[config.mk]
export PLATFORM = sky130hd
export DESIGN_NAME = uart_tx
export DESIGN_NICKNAME = d
export VERILOG_FILES = /design/src/rtl/uart_pkg.sv /design/src/rtl/uart_tx_fifo.sv /design/src/rtl/uart_tx.sv
export SDC_FILE = /design/constraint.sdc
export NUM_CORES = 1
export LEC_CHECK = 0
export BUFFER_PORTS_ARGS = -buffer_cell sky130_fd_sc_hd__buf_2
export CORE_AREA = 4 4 76 78
export CTS_BUF_LIST = sky130_fd_sc_hd__clkbuf_16
export CTS_CLUSTER_DIAMETER = 40
export DETAILED_ROUTE_END_ITERATION = 6
export DIE_AREA = 0 0 80 82
export PLACE_DENSITY = 0.83
export REMOVE_ABC_BUFFERS = 1
export SLEW_MARGIN = 20
export SYNTH_ARGS = -nofsm -noshare
export SYNTH_HDL_FRONTEND = slang
export SYNTH_SLANG_ARGS = --single-unit
[constraint.sdc]
create_clock -name clk_fpga -period 2.79 [get_ports clk_fpga]
set_clock_uncertainty 0.05 [all_clocks]
set_input_delay 0 -clock clk_fpga [delete_from_list [all_inputs] [get_ports clk_fpga]]
set_output_delay 0 -clock clk_fpga [all_outputs]
set_load 0.02 [all_outputs]
[src/rtl/uart_pkg.sv]
// -----------------------------------------------------------------------------
// uart_pkg
//   Framing constants, baud divisor helper and the transmitter FSM state type.
//   Both UART ends import this package so they agree on the frame format.
//
//   Contents:
//     DATA_BITS        payload bits per frame (LSB first)
//     STOP_BITS        stop bits per frame
//     baud_div()       clocks per bit, CLK_FREQ/BAUD_RATE, integer-truncated
//     uart_tx_state_t  transmitter FSM states
// -----------------------------------------------------------------------------
package uart_pkg;

   localparam int DATA_BITS = 8;
   localparam int STOP_BITS = 1;

   // Clocks per serial bit. The truncation is deliberate: both ends use the
   // same divisor, so they stay in step with each other.
   function automatic int baud_div(input int clk_freq, input int baud_rate);
      return clk_freq / baud_rate;
   endfunction

   // ST_PARITY is always part of the type so that the encoding does not change
   // between builds; it is only reachable when parity is compiled in.
   typedef enum logic [2:0] {
      ST_IDLE   = 3'd0,
      ST_START  = 3'd1,
      ST_DATA   = 3'd2,
      ST_PARITY = 3'd3,
      ST_STOP   = 3'd4
   } uart_tx_state_t;

endpackage

[src/rtl/uart_tx_fifo.sv]
// -----------------------------------------------------------------------------
// uart_tx_fifo
//   Synchronous show-ahead FIFO that buffers bytes for the UART transmitter.
//   The pointers carry one extra wrap bit, so a full FIFO and an empty FIFO can
//   be told apart without a separate occupancy counter.
//
//   Parameters:
//     DEPTH  number of entries; must be a power of two and at least 2
//     WIDTH  entry width in bits
//   Ports:
//     clk    rising-edge clock
//     rst    asynchronous active-high reset; empties the FIFO
//     push   write din; ignored while full
//     pop    discard the head entry; ignored while empty
//     din    write data
//     dout   head entry; valid while empty is low
//     full   no free entry
//     empty  no stored entry
// -----------------------------------------------------------------------------
module uart_tx_fifo #(
   parameter int DEPTH = 4,
   parameter int WIDTH = 8
) (
   input  logic             clk,
   input  logic             rst,
   input  logic             push,
   input  logic             pop,
   input  logic [WIDTH-1:0] din,
   output logic [WIDTH-1:0] dout,
   output logic             full,
   output logic             empty
);

   localparam int AW = $clog2(DEPTH);

   logic [AW:0]      wr_ptr_q, wr_ptr_d;
   logic [AW:0]      rd_ptr_q, rd_ptr_d;
   logic [WIDTH-1:0] mem [DEPTH];
   logic             do_push;
   logic             do_pop;

   // Pointers wrap modulo 2*DEPTH. Equal pointers mean empty; pointers that
   // differ only in the wrap bit mean full.
   assign empty = (wr_ptr_q == rd_ptr_q);
   assign full  = (wr_ptr_q[AW] != rd_ptr_q[AW]) &&
                  (wr_ptr_q[AW-1:0] == rd_ptr_q[AW-1:0]);

   // Show-ahead read: the head entry is always presented on dout.
   assign dout = mem[rd_ptr_q[AW-1:0]];

   always_comb begin
      do_push  = push & ~full;
      do_pop   = pop & ~empty;
      wr_ptr_d = wr_ptr_q;
      rd_ptr_d = rd_ptr_q;
      if (do_push) begin
         wr_ptr_d = wr_ptr_q + (AW+1)'(1);
      end
      if (do_pop) begin
         rd_ptr_d = rd_ptr_q + (AW+1)'(1);
      end
   end

   always_ff @(posedge clk or posedge rst) begin
      if (rst) begin
         wr_ptr_q <= '0;
         rd_ptr_q <= '0;
      end else begin
         wr_ptr_q <= wr_ptr_d;
         rd_ptr_q <= rd_ptr_d;
      end
   end

   // Storage needs no reset: resetting the pointers discards its contents.
   always_ff @(posedge clk) begin
      if (do_push) begin
         mem[wr_ptr_q[AW-1:0]] <= din;
      end
   end

endmodule

[src/rtl/uart_tx.sv]
// -----------------------------------------------------------------------------
// uart_tx
//   UART transmitter. Bytes arrive over a valid/ready handshake, queue in a
//   small FIFO and leave LSB-first on TxD as 8N1 frames. Consecutive frames
//   follow each other with no idle time beyond the stop bit.
//
//   Optional feature (compile-time macro UART_TX_PARITY_EN):
//     defined   -> an even parity bit follows the data bits (8E1 frames)
//     undefined -> no parity bit (8N1 frames, what the receiver expects)
//
//   Parameters:
//     CLK_FREQ    clock frequency in Hz
//     BAUD_RATE   line rate in bit/s
//     FIFO_DEPTH  input FIFO entries; power of two, at least 2
//   Ports:
//     clk_fpga    rising-edge clock
//     reset       asynchronous active-high reset; aborts any frame
//     data_in     byte to send, taken when data_valid && data_ready
//     data_valid  producer offers data_in
//     data_ready  FIFO has room
//     TxD         serial line, idle high, driven straight from a flop
//     busy        FIFO holds data or a frame is on the line
// -----------------------------------------------------------------------------
module uart_tx
   import uart_pkg::*;
#(
   parameter int CLK_FREQ   = 100_000_000,
   parameter int BAUD_RATE  = 9_600,
   parameter int FIFO_DEPTH = 4
) (
   input  logic       clk_fpga,
   input  logic       reset,
   input  logic [7:0] data_in,
   input  logic       data_valid,
   output logic       data_ready,
   output logic       TxD,
   output logic       busy
);

   localparam int BAUD_DIV = baud_div(CLK_FREQ, BAUD_RATE);
   localparam int CNT_W    = (BAUD_DIV > 1) ? $clog2(BAUD_DIV) : 1;
   localparam int IDX_W    = $clog2(DATA_BITS);

   localparam logic [CNT_W-1:0] BAUD_LAST = CNT_W'(BAUD_DIV - 1);
   localparam logic [IDX_W-1:0] DATA_LAST = IDX_W'(DATA_BITS - 1);
   localparam logic [IDX_W-1:0] STOP_LAST = IDX_W'(STOP_BITS - 1);

   uart_tx_state_t       state_q, state_d;
   logic [CNT_W-1:0]     baud_cnt_q, baud_cnt_d;
   logic [IDX_W-1:0]     bit_idx_q, bit_idx_d;
   logic [DATA_BITS-1:0] shift_q, shift_d;
   logic                 txd_q, txd_d;
`ifdef UART_TX_PARITY_EN
   logic                 parity_q, parity_d;
`endif

   logic                 fifo_push;
   logic                 fifo_pop;
   logic                 fifo_full;
   logic                 fifo_empty;
   logic [DATA_BITS-1:0] fifo_dout;
   logic                 baud_tick;

   // ---------------------------------------------------------------------------
   // Input buffer
   // ---------------------------------------------------------------------------
   assign data_ready = ~fifo_full;
   assign fifo_push  = data_valid & ~fifo_full;

   uart_tx_fifo #(
      .DEPTH (FIFO_DEPTH),
      .WIDTH (DATA_BITS)
   ) u_fifo (
      .clk   (clk_fpga),
      .rst   (reset),
      .push  (fifo_push),
      .pop   (fifo_pop),
      .din   (data_in),
      .dout  (fifo_dout),
      .full  (fifo_full),
      .empty (fifo_empty)
   );

   // ---------------------------------------------------------------------------
   // Framing FSM
   // ---------------------------------------------------------------------------
   // baud_tick marks the last clock of the current bit period.
   assign baud_tick = (baud_cnt_q == BAUD_LAST);

   // txd_d is the line level for the state being entered, so TxD changes on
   // the same edge as the state and stays glitch-free.
   always_comb begin
      state_d    = state_q;
      baud_cnt_d = baud_tick ? '0 : baud_cnt_q + CNT_W'(1);
      bit_idx_d  = bit_idx_q;
      shift_d    = shift_q;
      txd_d      = txd_q;
      fifo_pop   = 1'b0;
`ifdef UART_TX_PARITY_EN
      parity_d   = parity_q;
`endif

      case (state_q)
         ST_IDLE: begin
            baud_cnt_d = '0;
            bit_idx_d  = '0;
            txd_d      = 1'b1;
            fifo_pop   = ~fifo_empty;
         end

         ST_START: begin
            if (baud_tick) begin
               state_d = ST_DATA;
               txd_d   = shift_q[0];
            end
         end

         ST_DATA: begin
            if (baud_tick) begin
               shift_d = shift_q >> 1;
               if (bit_idx_q == DATA_LAST) begin
                  bit_idx_d = '0;
`ifdef UART_TX_PARITY_EN
                  state_d   = ST_PARITY;
                  txd_d     = parity_q;
`else
                  state_d   = ST_STOP;
                  txd_d     = 1'b1;
`endif
               end else begin
                  bit_idx_d = bit_idx_q + IDX_W'(1);
                  // Next bit is shift_q[1]: it becomes bit 0 after this shift.
                  txd_d     = shift_q[1];
               end
            end
         end

`ifdef UART_TX_PARITY_EN
         ST_PARITY: begin
            if (baud_tick) begin
               state_d = ST_STOP;
               txd_d   = 1'b1;
            end
         end
`endif

         ST_STOP: begin
            if (baud_tick) begin
               if (bit_idx_q != STOP_LAST) begin
                  bit_idx_d = bit_idx_q + IDX_W'(1);
               end else if (!fifo_empty) begin
                  // Chain straight into the next start bit: no idle gap.
                  fifo_pop = 1'b1;
               end else begin
                  state_d = ST_IDLE;
                  txd_d   = 1'b1;
               end
            end
         end

         default: begin
            state_d = ST_IDLE;
            txd_d   = 1'b1;
         end
      endcase

      // Every pop starts a new frame, whether from IDLE or at the end of STOP.
      if (fifo_pop) begin
         shift_d    = fifo_dout;
         baud_cnt_d = '0;
         bit_idx_d  = '0;
         state_d    = ST_START;
         txd_d      = 1'b0;
`ifdef UART_TX_PARITY_EN
         parity_d   = ^fifo_dout;
`endif
      end
   end

   always_ff @(posedge clk_fpga or posedge reset) begin
      if (reset) begin
         state_q    <= ST_IDLE;
         baud_cnt_q <= '0;
         bit_idx_q  <= '0;
         txd_q      <= 1'b1;
      end else begin
         state_q    <= state_d;
         baud_cnt_q <= baud_cnt_d;
         bit_idx_q  <= bit_idx_d;
         txd_q      <= txd_d;
      end
   end

   // Shift register and parity are pure data: always reloaded before use.
   always_ff @(posedge clk_fpga) begin
      shift_q  <= shift_d;
`ifdef UART_TX_PARITY_EN
      parity_q <= parity_d;
`endif
   end

   assign TxD  = txd_q;
   assign busy = (state_q != ST_IDLE) | ~fifo_empty;

endmodule

==> flow_summary_export.csv, run 1 <==
group,metric,value,unit
synthesis,syn-cell-area,0.00300,mm²
min_path,hold_path_class,"in2reg",
cts,cts_buffers,9,
cts,clock-root-buffer,"clkbuf_16",
worst_setup_path,critical-path-slowest-cell,"or4_1",
synthesis,async_flop_share,0.403,
power_and_ir_drop,power_frac_seq,0.463,
global_route,grt.overflow.total,0,
final_layout,utilization,0.694,
final_layout,fillerInstances,345,
route,vias_per_cell,5.63,
sta,max_freq,0.446,GHz
floorplanning,die_area,0.00656,mm²
sta,tightest_slew,0.668,ns
floorplanning,initial_utilization,0.591,
worst_setup_path,arrival,2.45,ns
synthesis,syn_avg_cell_area,14.1,µm²
floorplanning,pin_count,14,
synthesis,yosysTopAreaCell,"edfxtp_1",
place,place.gp.congestion,0.783,
global_route,grt_pass1_wl,9.11,mm
sta,rsz0062_at_grt,"false",
route,detail_route.wl_per_cell,17.6,µm
final_layout,regArea,0.00188,mm²
sta,drv_slew,0,
floorplanning,std_cell_rows,26,
final_layout,drive_gt1_frac,0.235,
sta,finalSetupViolations,0,
final_layout,syn2layout_area_growth,17.5,%
job,maxCapViolations,0,
power_and_ir_drop,clkPwrFrac,0.436,
power_and_ir_drop,p_sw,674,µW
floorplanning,die_y,82,µm
power_and_ir_drop,power.share.combinational,0.101,
sta,period_share,0.804,
place,portBuffers,13,
cts,cts.sinks,67,
floorplanning,fp.dieW,80,µm
sta,hold_ws,0.0301,ns
synthesis,synthDistinctLibCells,44,
cts,clk_path_buf_depth,2,
final_layout,final_common_cell,"edfxtp_1",
place,dpl_cell_area,0.00312,mm²
synthesis,yosysWarningCount,0,
worst_setup_path,critPathLaunchType,"flop",
worst_setup_path,path_cells,"ha_1 -> and4_4 -> nand4_2 -> a221o_1 -> or4_1 -> a21boi_1",
cts,cts_tree,"done",
final_layout,layout.cells.non_filler,313,
final_layout,fin_nets,258,
final_layout,antennaDiodeCount,0,
power_and_ir_drop,power-per-cell-area,756,mW/mm²
sta,hold_viol,0,
synthesis,synth_area_leaders,"edfxtp_1 (40%), dfrtp_1 (22%), mux4_2 (6.0%)",
power_and_ir_drop,leakagePower,0.00145,µW
sta,slew_headroom,0.552,
route,antenna_left,0,
synthesis,synth_cells,212,
power_and_ir_drop,swShare,0.253,
cts,path_clk_slew,0.06,ns
global_route,antenna_found_initial,0,
synthesis,synth_edf_count,40,
final_layout,mostFrequentLayoutCells,"edfxtp_1 (40), dfrtp_1 (26), nor2_1 (19)",
synthesis,ys.flop_type,"edfxtp_1",
synthesis,synthDominantCellAreaShare,0.401,
final_layout,final_design_area_no_fill,0.00352,mm²
route,dr_total_vias,1763,
sta,min_period,2.24,ns
route,drc,0,
worst_setup_path,end_kind,"flop",
worst_setup_path,crit_required,3.00,ns
synthesis,yosysSeqAreaShare,0.626,
worst_setup_path,path_buf_inv,0,
run_status,outcome,"complete, no violations",
worst_setup_path,critPathMaxFanout,6,
floorplanning,coreArea,0.00507,mm²
worst_setup_path,worstSetupPathType,"reg2reg",
synthesis,synth_seq_cells,67,
route,drt_iter0_markers,134,
power_and_ir_drop,peakVddDrop,631,µV
route,firstDrtPassIters,4,
route,wl,5.50,mm
place,place_hpwl,3.14,mm
global_route,grt_pass1_vias,1767,
sta,tns,0,ns
worst_setup_path,slowest_delay,0.48,ns
worst_setup_path,crit_family,"simple AND/OR/NAND/NOR gates",
cts,htreeDepth,3,
global_route,grt_usage,0.195,
global_route,grt_max_degree,28,
cts,cts_setup_buffers,0,
final_layout,multi_input_area,0.00105,mm²
power_and_ir_drop,internal-power,1990,µW
cts,clk_latency,0.33,ns
place,placed_cells,288,
power groups by stage:
stage | logic (µW) | registers [µW] | clock network, µW
global placement | 232 | 1230 | 0
detailed placement | 241 | 1240 | 0
finish | 270 | 1230 | 1160
global route | 293 | 1240 | 1230
floorplan | 174 | 1220 | 0
CTS | 270 | 1230 | 1170
cells in the mapped netlist, drive strengths merged, types with 2 or more instances:
| library cell | count |
|---|---|
| inv | 9 |
| a211o | 3 |
| and3 | 7 |
| ha | 9 |
| xor2 | 14 |
| dfrtp | 26 |
| clkbuf | 3 |
| buf | 5 |
| xnor2 | 6 |
| and2 | 2 |
| nand3 | 6 |
| nor3 | 2 |
| and4 | 3 |
| mux2 | 8 |
| nand2b | 2 |
| mux4 | 8 |
| o31ai | 2 |
| nand4 | 3 |
| nor2 | 19 |
| edfxtp | 40 |
| nor2b | 2 |
| a21boi | 2 |
| a21oi | 2 |
| o21ai | 3 |
| nand2 | 13 |
logic make-up after synthesis:
logic type / share of synthesized area
multiplexers: 0.0935
adder cells (fa/ha/maj): 0.0376
flip-flops: 0.626
AND/OR/NAND/NOR: 0.121
buffers and inverters: 0.0242
XOR/XNOR: 0.0584
AO/OA/AOI/OAI: 0.0388
registers in the layout (all words and copies together), names as in the netlist:
signal	flops
baud_cnt_q	14
u_fifo.wr_ptr_q	3
u_fifo.mem	32
u_fifo.rd_ptr_q	3
bit_idx_q	3
shift_q	8
TxD	1
state_q	3
worst register-to-register path: stages, from the launching register on:
cell and delay (ns):
dfrtp_1 0.39, ha_1 0.23, and4_4 0.28, nand4_2 0.17, a221o_1 0.42, or4_1 0.48
a21boi_1 0.16
worst paths after layout:
path | from | end | slack [ns] | cells after the start
worst max-delay path | baud_cnt_q[0] | bit_idx_q[0] | 0.55 | 6
worst min-delay path | data_valid | u_fifo.wr_ptr_q[0] | 0.03 | 3
worst max register to register | baud_cnt_q[0] | bit_idx_q[0] | 0.55 | 6
worst min register to register | TxD | TxD | 0.44 | 2
max in group asynchronous | reset | state_q[1] | 2.08 | 3
min in group asynchronous | reset | baud_cnt_q[2] | 0.23 | 3
layout make-up:
type | count | area share
Inverter | 9 | 0.00959
Sequential cell | 67 | 0.533
Tap cell | 70 | 0.0249
Clock buffer | 9 | 0.0639
Timing Repair Buffer | 23 | 0.0462
Clock inverter | 7 | 0.0238
Multi-Input combinational cell | 128 | 0.299
per-layer routing:
metal	vias to the layer above	part of all wire	GRT usage
met5	-	0	0
met4	0	0.024	0.0929
met3	13	0.034	0.0504
li1	832	-	-
met2	50	0.49	0.305
met1	868	0.45	0.257
metrics by stage:
stage / worst slack [ns] / total power (µW)
final: 0.547 / 2660
after global placement: 0.443 / 1470
after detailed placement: 0.356 / 1480
after CTS: 0.355 / 2670
after global routing: 0.399 / 2760
after floorplan: 0.666 / 1400
repair_timing:
action | 4_1_cts | 5_1_grt
hold buffers | 9 | 0
endpoints found under the hold margin | 58 | 0
resized for setup | 0 | 0
No activity file was read; power rests on OpenSTA's default activity.
==> run 2: changes to the inputs <==
==> constraint.sdc (replaced) <==
create_clock -name clk_fpga -period 2.1 [get_ports clk_fpga]
set_clock_uncertainty 0.05 [all_clocks]
set_input_delay 0 -clock clk_fpga [delete_from_list [all_inputs] [get_ports clk_fpga]]
set_output_delay 0 -clock clk_fpga [all_outputs]
set_load 0.02 [all_outputs]
==> flow_summary_export.csv, run 2 (synthesized netlist as in run 1, its figures left out) <==
group,metric,value,unit
route,dr_total_vias,1903,
sta,hold_viol,0,
cts,htreeDepth,3,
final_layout,syn2layout_area_growth,25.5,%
cts,cts_tree,"done",
final_layout,drive_gt1_frac,0.314,
sta,max_freq,0.480,GHz
sta,drv_slew,0,
floorplanning,die_y,82,µm
worst_setup_path,end_kind,"flop",
job,maxCapViolations,0,
worst_setup_path,path_cells,"ha_2 -> and4_4 -> nand4_4 -> buf_6 -> a221o_1 -> or4_1 -> a21boi_1",
worst_setup_path,worstSetupPathType,"reg2reg",
final_layout,largest_reg_flops,32,
floorplanning,std_cell_rows,26,
worst_setup_path,arrival,2.29,ns
sta,tightest_slew,0.700,ns
final_layout,final_common_cell,"edfxtp_1",
global_route,grt_usage,0.217,
place,portBuffers,13,
sta,period_share,0.992,
final_layout,final_design_area_no_fill,0.00376,mm²
global_route,grt.overflow.total,0,
final_layout,antennaDiodeCount,0,
place,place_hpwl,3.63,mm
place,place.gp.congestion,0.820,
sta,min_period,2.08,ns
place,dpl_cell_area,0.00331,mm²
floorplanning,pin_count,14,
global_route,grt_pass1_vias,2023,
global_route,grt_max_degree,28,
final_layout,mostFrequentLayoutCells,"edfxtp_1 (40), buf_4 (27), dfrtp_1 (26)",
worst_setup_path,critPathMaxFanout,3,
worst_setup_path,slowest_delay,0.47,ns
sta,finalSetupViolations,0,
route,firstDrtPassIters,4,
sta,hold_ws,0.0466,ns
final_layout,fin_nets,286,
global_route,grt_pass1_wl,10.3,mm
floorplanning,coreArea,0.00507,mm²
cts,cts.sinks,67,
min_path,hold_path_class,"in2reg",
cts,clk_latency,0.33,ns
route,drt_iter0_markers,145,
global_route,antenna_found_initial,0,
power_and_ir_drop,peakVddDrop,803,µV
power_and_ir_drop,power-per-cell-area,941,mW/mm²
cts,clock-root-buffer,"clkbuf_16",
route,detail_route.wl_per_cell,17.8,µm
cts,clk_path_buf_depth,2,
route,antenna_left,0,
cts,cts_buffers,9,
sta,rsz0062_at_grt,"true",
run_status,outcome,"complete, no violations",
sta,slew_headroom,0.530,
floorplanning,die_area,0.00656,mm²
cts,path_clk_slew,0.06,ns
worst_setup_path,crit_required,2.31,ns
route,vias_per_cell,5.58,
route,wl,6.07,mm
power_and_ir_drop,leakagePower,0.00161,µW
worst_setup_path,critPathLaunchType,"flop",
floorplanning,initial_utilization,0.591,
route,drc,0,
worst_setup_path,critical-path-slowest-cell,"or4_1",
floorplanning,fp.dieW,80,µm
run 2: changes by cell type in the layout (fill, tap and decap cells not counted):
| cell | previous run | this run |
|---|---|---|
| inv_6 | 3 | 2 |
| nand4_4 | 0 | 1 |
| ha_2 | 0 | 1 |
| ha_1 | 9 | 8 |
| nand4_2 | 1 | 0 |
| inv_2 | 1 | 0 |
| buf_4 | 1 | 27 |
| buf_12 | 0 | 1 |
| inv_1 | 8 | 9 |
| buf_6 | 0 | 1 |
| clkinv_4 | 1 | 2 |
run 2: report_power, final:
group	switching, µW	leakage, µW	internal (µW)
Sequential	72.5	0.000712	1560
Clock	606	0.000149	939
Combinational	215	0.000747	142
run 2: worst paths after layout:
check	from	to	slack, ns	cells after the start
max in group asynchronous	reset	TxD	1.46	4
worst max register to register	baud_cnt_q[0]	bit_idx_q[0]	0.02	7
worst min register to register	TxD	TxD	0.42	2
worst max-delay path	baud_cnt_q[0]	bit_idx_q[0]	0.02	7
min in group asynchronous	reset	baud_cnt_q[2]	0.24	4
worst min-delay path	data_valid	u_fifo.wr_ptr_q[0]	0.05	3
run 2: final cells by class:
type                    instances  area [µm²]
repair buffers                 51         389
clock buffers                   9         225
multi-input cells             128        1060
clock inverters                 7        83.8
well taps                      70        87.6
flip-flops and latches         67        1880
fillers                       308        1310
inverters                       9        33.8
run 2: through the flow:
stage / utilization / power [µW] / setup TNS [ns] / worst slack, ns / cells
global route: 0.741 / 3670 / -0.143 / -0.0867 / 341
floorplan: - / 1860 / -0.192 / -0.0240 / 204
finish: 0.741 / 3540 / 0 / 0.0172 / 341
detailed placement: 0.653 / 1980 / -1.60 / -0.177 / 312
CTS: 0.737 / 3540 / 0 / 0.00814 / 339
global placement: 0.653 / 1950 / -1.26 / -0.149 / 312
run 2: worst max-delay path: cells and delay by family, from the launching register on:
family | cells | cell delay, ns
AO/OA/AOI/OAI | 2 | 0.45
adder cells (fa/ha/maj) | 1 | 0.18
buffers and inverters | 1 | 0.15
flip-flops | 1 | 0.36
AND/OR/NAND/NOR | 3 | 0.82
run 2: repair_timing:
| item | in CTS | in global routing |
|---|---|---|
| endpoints found under the setup margin | 10 | 6 |
| pin swaps | 4 | 2 |
| cloned | 0 | 0 |
| resized for setup | 3 | 1 |
| setup buffers | 2 | 2 |
| endpoints found under the hold margin | 59 | 0 |
| hold buffers | 9 | 0 |
run 2: metal layers:
| layer | track usage | wire [µm] | up-vias |
|---|---|---|---|
| met5 | 0 | 0 | - |
| met4 | 0.0760 | 85 | 0 |
| met3 | 0.0559 | 204 | 7 |
| met2 | 0.360 | 3150 | 43 |
| met1 | 0.279 | 2640 | 972 |
| li1 | - | - | 881 |
==> run 3: changes to the inputs <==
--- a/config.mk
+++ b/config.mk
@@ -6,11 +6,13 @@
 export NUM_CORES = 1
 export LEC_CHECK = 0
 export BUFFER_PORTS_ARGS = -buffer_cell sky130_fd_sc_hd__buf_2
-export CORE_AREA = 4 4 76 78
+export CELL_PAD_IN_SITES_DETAIL_PLACEMENT = 0
+export CELL_PAD_IN_SITES_GLOBAL_PLACEMENT = 1
+export CORE_AREA = 4 4 82 84
 export CTS_BUF_LIST = sky130_fd_sc_hd__clkbuf_16
 export CTS_CLUSTER_DIAMETER = 40
 export DETAILED_ROUTE_END_ITERATION = 6
-export DIE_AREA = 0 0 80 82
+export DIE_AREA = 0 0 86 88
 export PLACE_DENSITY = 0.83
 export REMOVE_ABC_BUFFERS = 1
 export SLEW_MARGIN = 20
==> flow_summary_export.csv, run 3 (synthesized netlist as in run 1, its figures left out) <==
group,metric,value,unit
sta,finalWorstSetupSlack,-0.0463,ns
route,drt_iter0_markers,108,
sta,min_period,2.15,ns
cts,path_clk_slew,0.06,ns
cts,clk_latency,0.33,ns
worst_setup_path,crit_family,"flip-flops",
final_layout,final_design_area_no_fill,0.00378,mm²
cts,cts_tree,"done",
floorplanning,die_area,0.00757,mm²
sta,finalSetupViolations,9,
worst_setup_path,critical-path-slowest-cell,"dfrtp_1",
worst_setup_path,critPathMaxFanout,11,
final_layout,final_common_cell,"edfxtp_1",
place,place.gp.congestion,0.795,
place,dpl_cell_area,0.00331,mm²
route,met3_length,160,µm
global_route,grt_usage,0.165,
min_path,hold_path_class,"in2reg",
final_layout,layout.cells.non_filler,344,
final_layout,syn2layout_area_growth,26.1,%
floorplanning,die_y,88,µm
floorplanning,fp.dieW,86,µm
cts,clk_path_buf_depth,2,
worst_setup_path,path_buf_inv,2,
cts,cts_buffers,9,
route,wl_met1,2.49,mm
global_route,grt_max_degree,21,
route,dr_total_vias,1821,
cts,htreeDepth,3,
final_layout,fillerInstances,427,
worst_setup_path,critPathLaunchType,"flop",
power_and_ir_drop,leakagePower,0.00160,µW
worst_setup_path,ff2ff_setup_slack,-0.05,ns
route,firstDrtPassIters,4,
route,wl,5.42,mm
sta,slew_headroom,0.478,
global_route,grt_pass1_vias,1909,
sta,rsz0062_at_grt,"true",
place,placed_cells,316,
route,vias_per_cell,5.29,
final_layout,fin_nets,284,
worst_setup_path,slowest_delay,0.36,ns
power_and_ir_drop,peakVddDrop,922,µV
global_route,grt_pass1_wl,9.32,mm
route,detail_route.wl_per_cell,15.7,µm
final_layout,drive_gt1_frac,0.320,
route,wl_met2,2.66,mm
run_status,violations,"setup timing",
final_layout,mostFrequentLayoutCells,"edfxtp_1 (40), dfrtp_1 (26), buf_4 (24)",
sta,drv_slew,0,
run_status,outcome,"complete, but fails checks",
worst_setup_path,crit_required,2.13,ns
final_layout,utilization,0.639,
sta,hold_viol,0,
floorplanning,pin_count,14,
sta,period_share,1.02,
worst_setup_path,arrival,2.17,ns
power_and_ir_drop,total_power,3490,µW
worst_setup_path,end_kind,"flop",
worst_setup_path,worstSetupPathType,"reg2reg",
floorplanning,coreArea,0.00592,mm²
cts,cts.sinks,67,
route,maxUsedRoutingLayer,"met4",
cts,clock-root-buffer,"clkbuf_16",
sta,max_freq,0.466,GHz
place,place_hpwl,3.48,mm
global_route,antenna_found_initial,0,
final_layout,largest_reg_flops,32,
route,antenna_left,0,
floorplanning,initial_utilization,0.506,
floorplanning,std_cell_rows,28,
route,drc,0,
final_layout,antennaDiodeCount,0,
sta,tightest_slew,0.781,ns
global_route,grt.overflow.total,0,
sta,tns,-0.340,ns
worst_setup_path,path_cells,"ha_2 -> and4_4 -> nand4_4 -> buf_6 -> a211o_4 -> buf_12 -> mux2_2",
job,maxCapViolations,0,
place,portBuffers,13,
power_and_ir_drop,power-per-cell-area,924,mW/mm²
==> run 3: changes by cell type in the layout (fill, tap and decap cells not counted), sizes merged <==
cell and change:
buf -2, clkinv -2, inv +2
==> run 3: cell type report <==
| cell class | instances | area (µm²) | area share |
|---|---|---|---|
| clock buffers | 9 | 225 | 0.0596 |
| clock inverters | 7 | 81.3 | 0.0215 |
| inverters | 9 | 33.8 | 0.00893 |
| multi-input cells | 128 | 1090 | 0.289 |
| flip-flops and latches | 67 | 1880 | 0.497 |
| well taps | 75 | 93.8 | 0.0248 |
| repair buffers | 49 | 378 | 0.0999 |
==> run 3: final timing paths <==
check / cells past startpoint / endpoint / from
hold / removal: 3 / u_fifo.wr_ptr_q[0] / data_valid
min in group asynchronous: 3 / u_fifo.wr_ptr_q[1] / reset
max in group asynchronous: 4 / u_fifo.wr_ptr_q[2] / reset
setup reg to reg: 7 / shift_q[2] / baud_cnt_q[0]
hold reg to reg: 2 / TxD / TxD
setup / recovery: 7 / shift_q[2] / baud_cnt_q[0]
==> run 3: routing by layer <==
metal / up-vias / GRT usage
met3: 9 / 0.0433
met5: - / 0
met4: 0 / 0.0734
met1: 902 / 0.215
li1: 876 / -
met2: 34 / 0.259
==> run 3: what timing repair did <==
| action | 4_1_cts | 5_1_grt |
|---|---|---|
| endpoints found under the setup margin | 10 | 17 |
| endpoints found under the hold margin | 50 | 0 |
| hold buffers | 9 | 0 |
| gates resized for setup | 4 | 6 |
| setup buffers | 2 | 1 |
| gates cloned | 0 | 0 |
| pin swaps | 5 | 3 |
==> run 3: per-stage QoR <==
stage               setup WS [ns]  hold WS (ns)
global route               -0.146        0.0616
detailed placement         -0.259         0.147
floorplan                 -0.0240       0.00197
finish                    -0.0463        0.0140
CTS                      -0.00131        0.0127
global placement           -0.179         0.118
==> run 3: worst reg2reg max path, stage by stage, from the launching register on <==
cell     delay (ns)
dfrtp_1        0.36
ha_2           0.19
and4_4         0.24
nand4_4        0.12
buf_6          0.17
a211o_4        0.36
buf_12         0.15
mux2_2         0.27
==> run 3: report_power, final <==
part	switching (µW)	internal, µW
Sequential	61.0	1560
Clock	597	939
Combinational	197	135
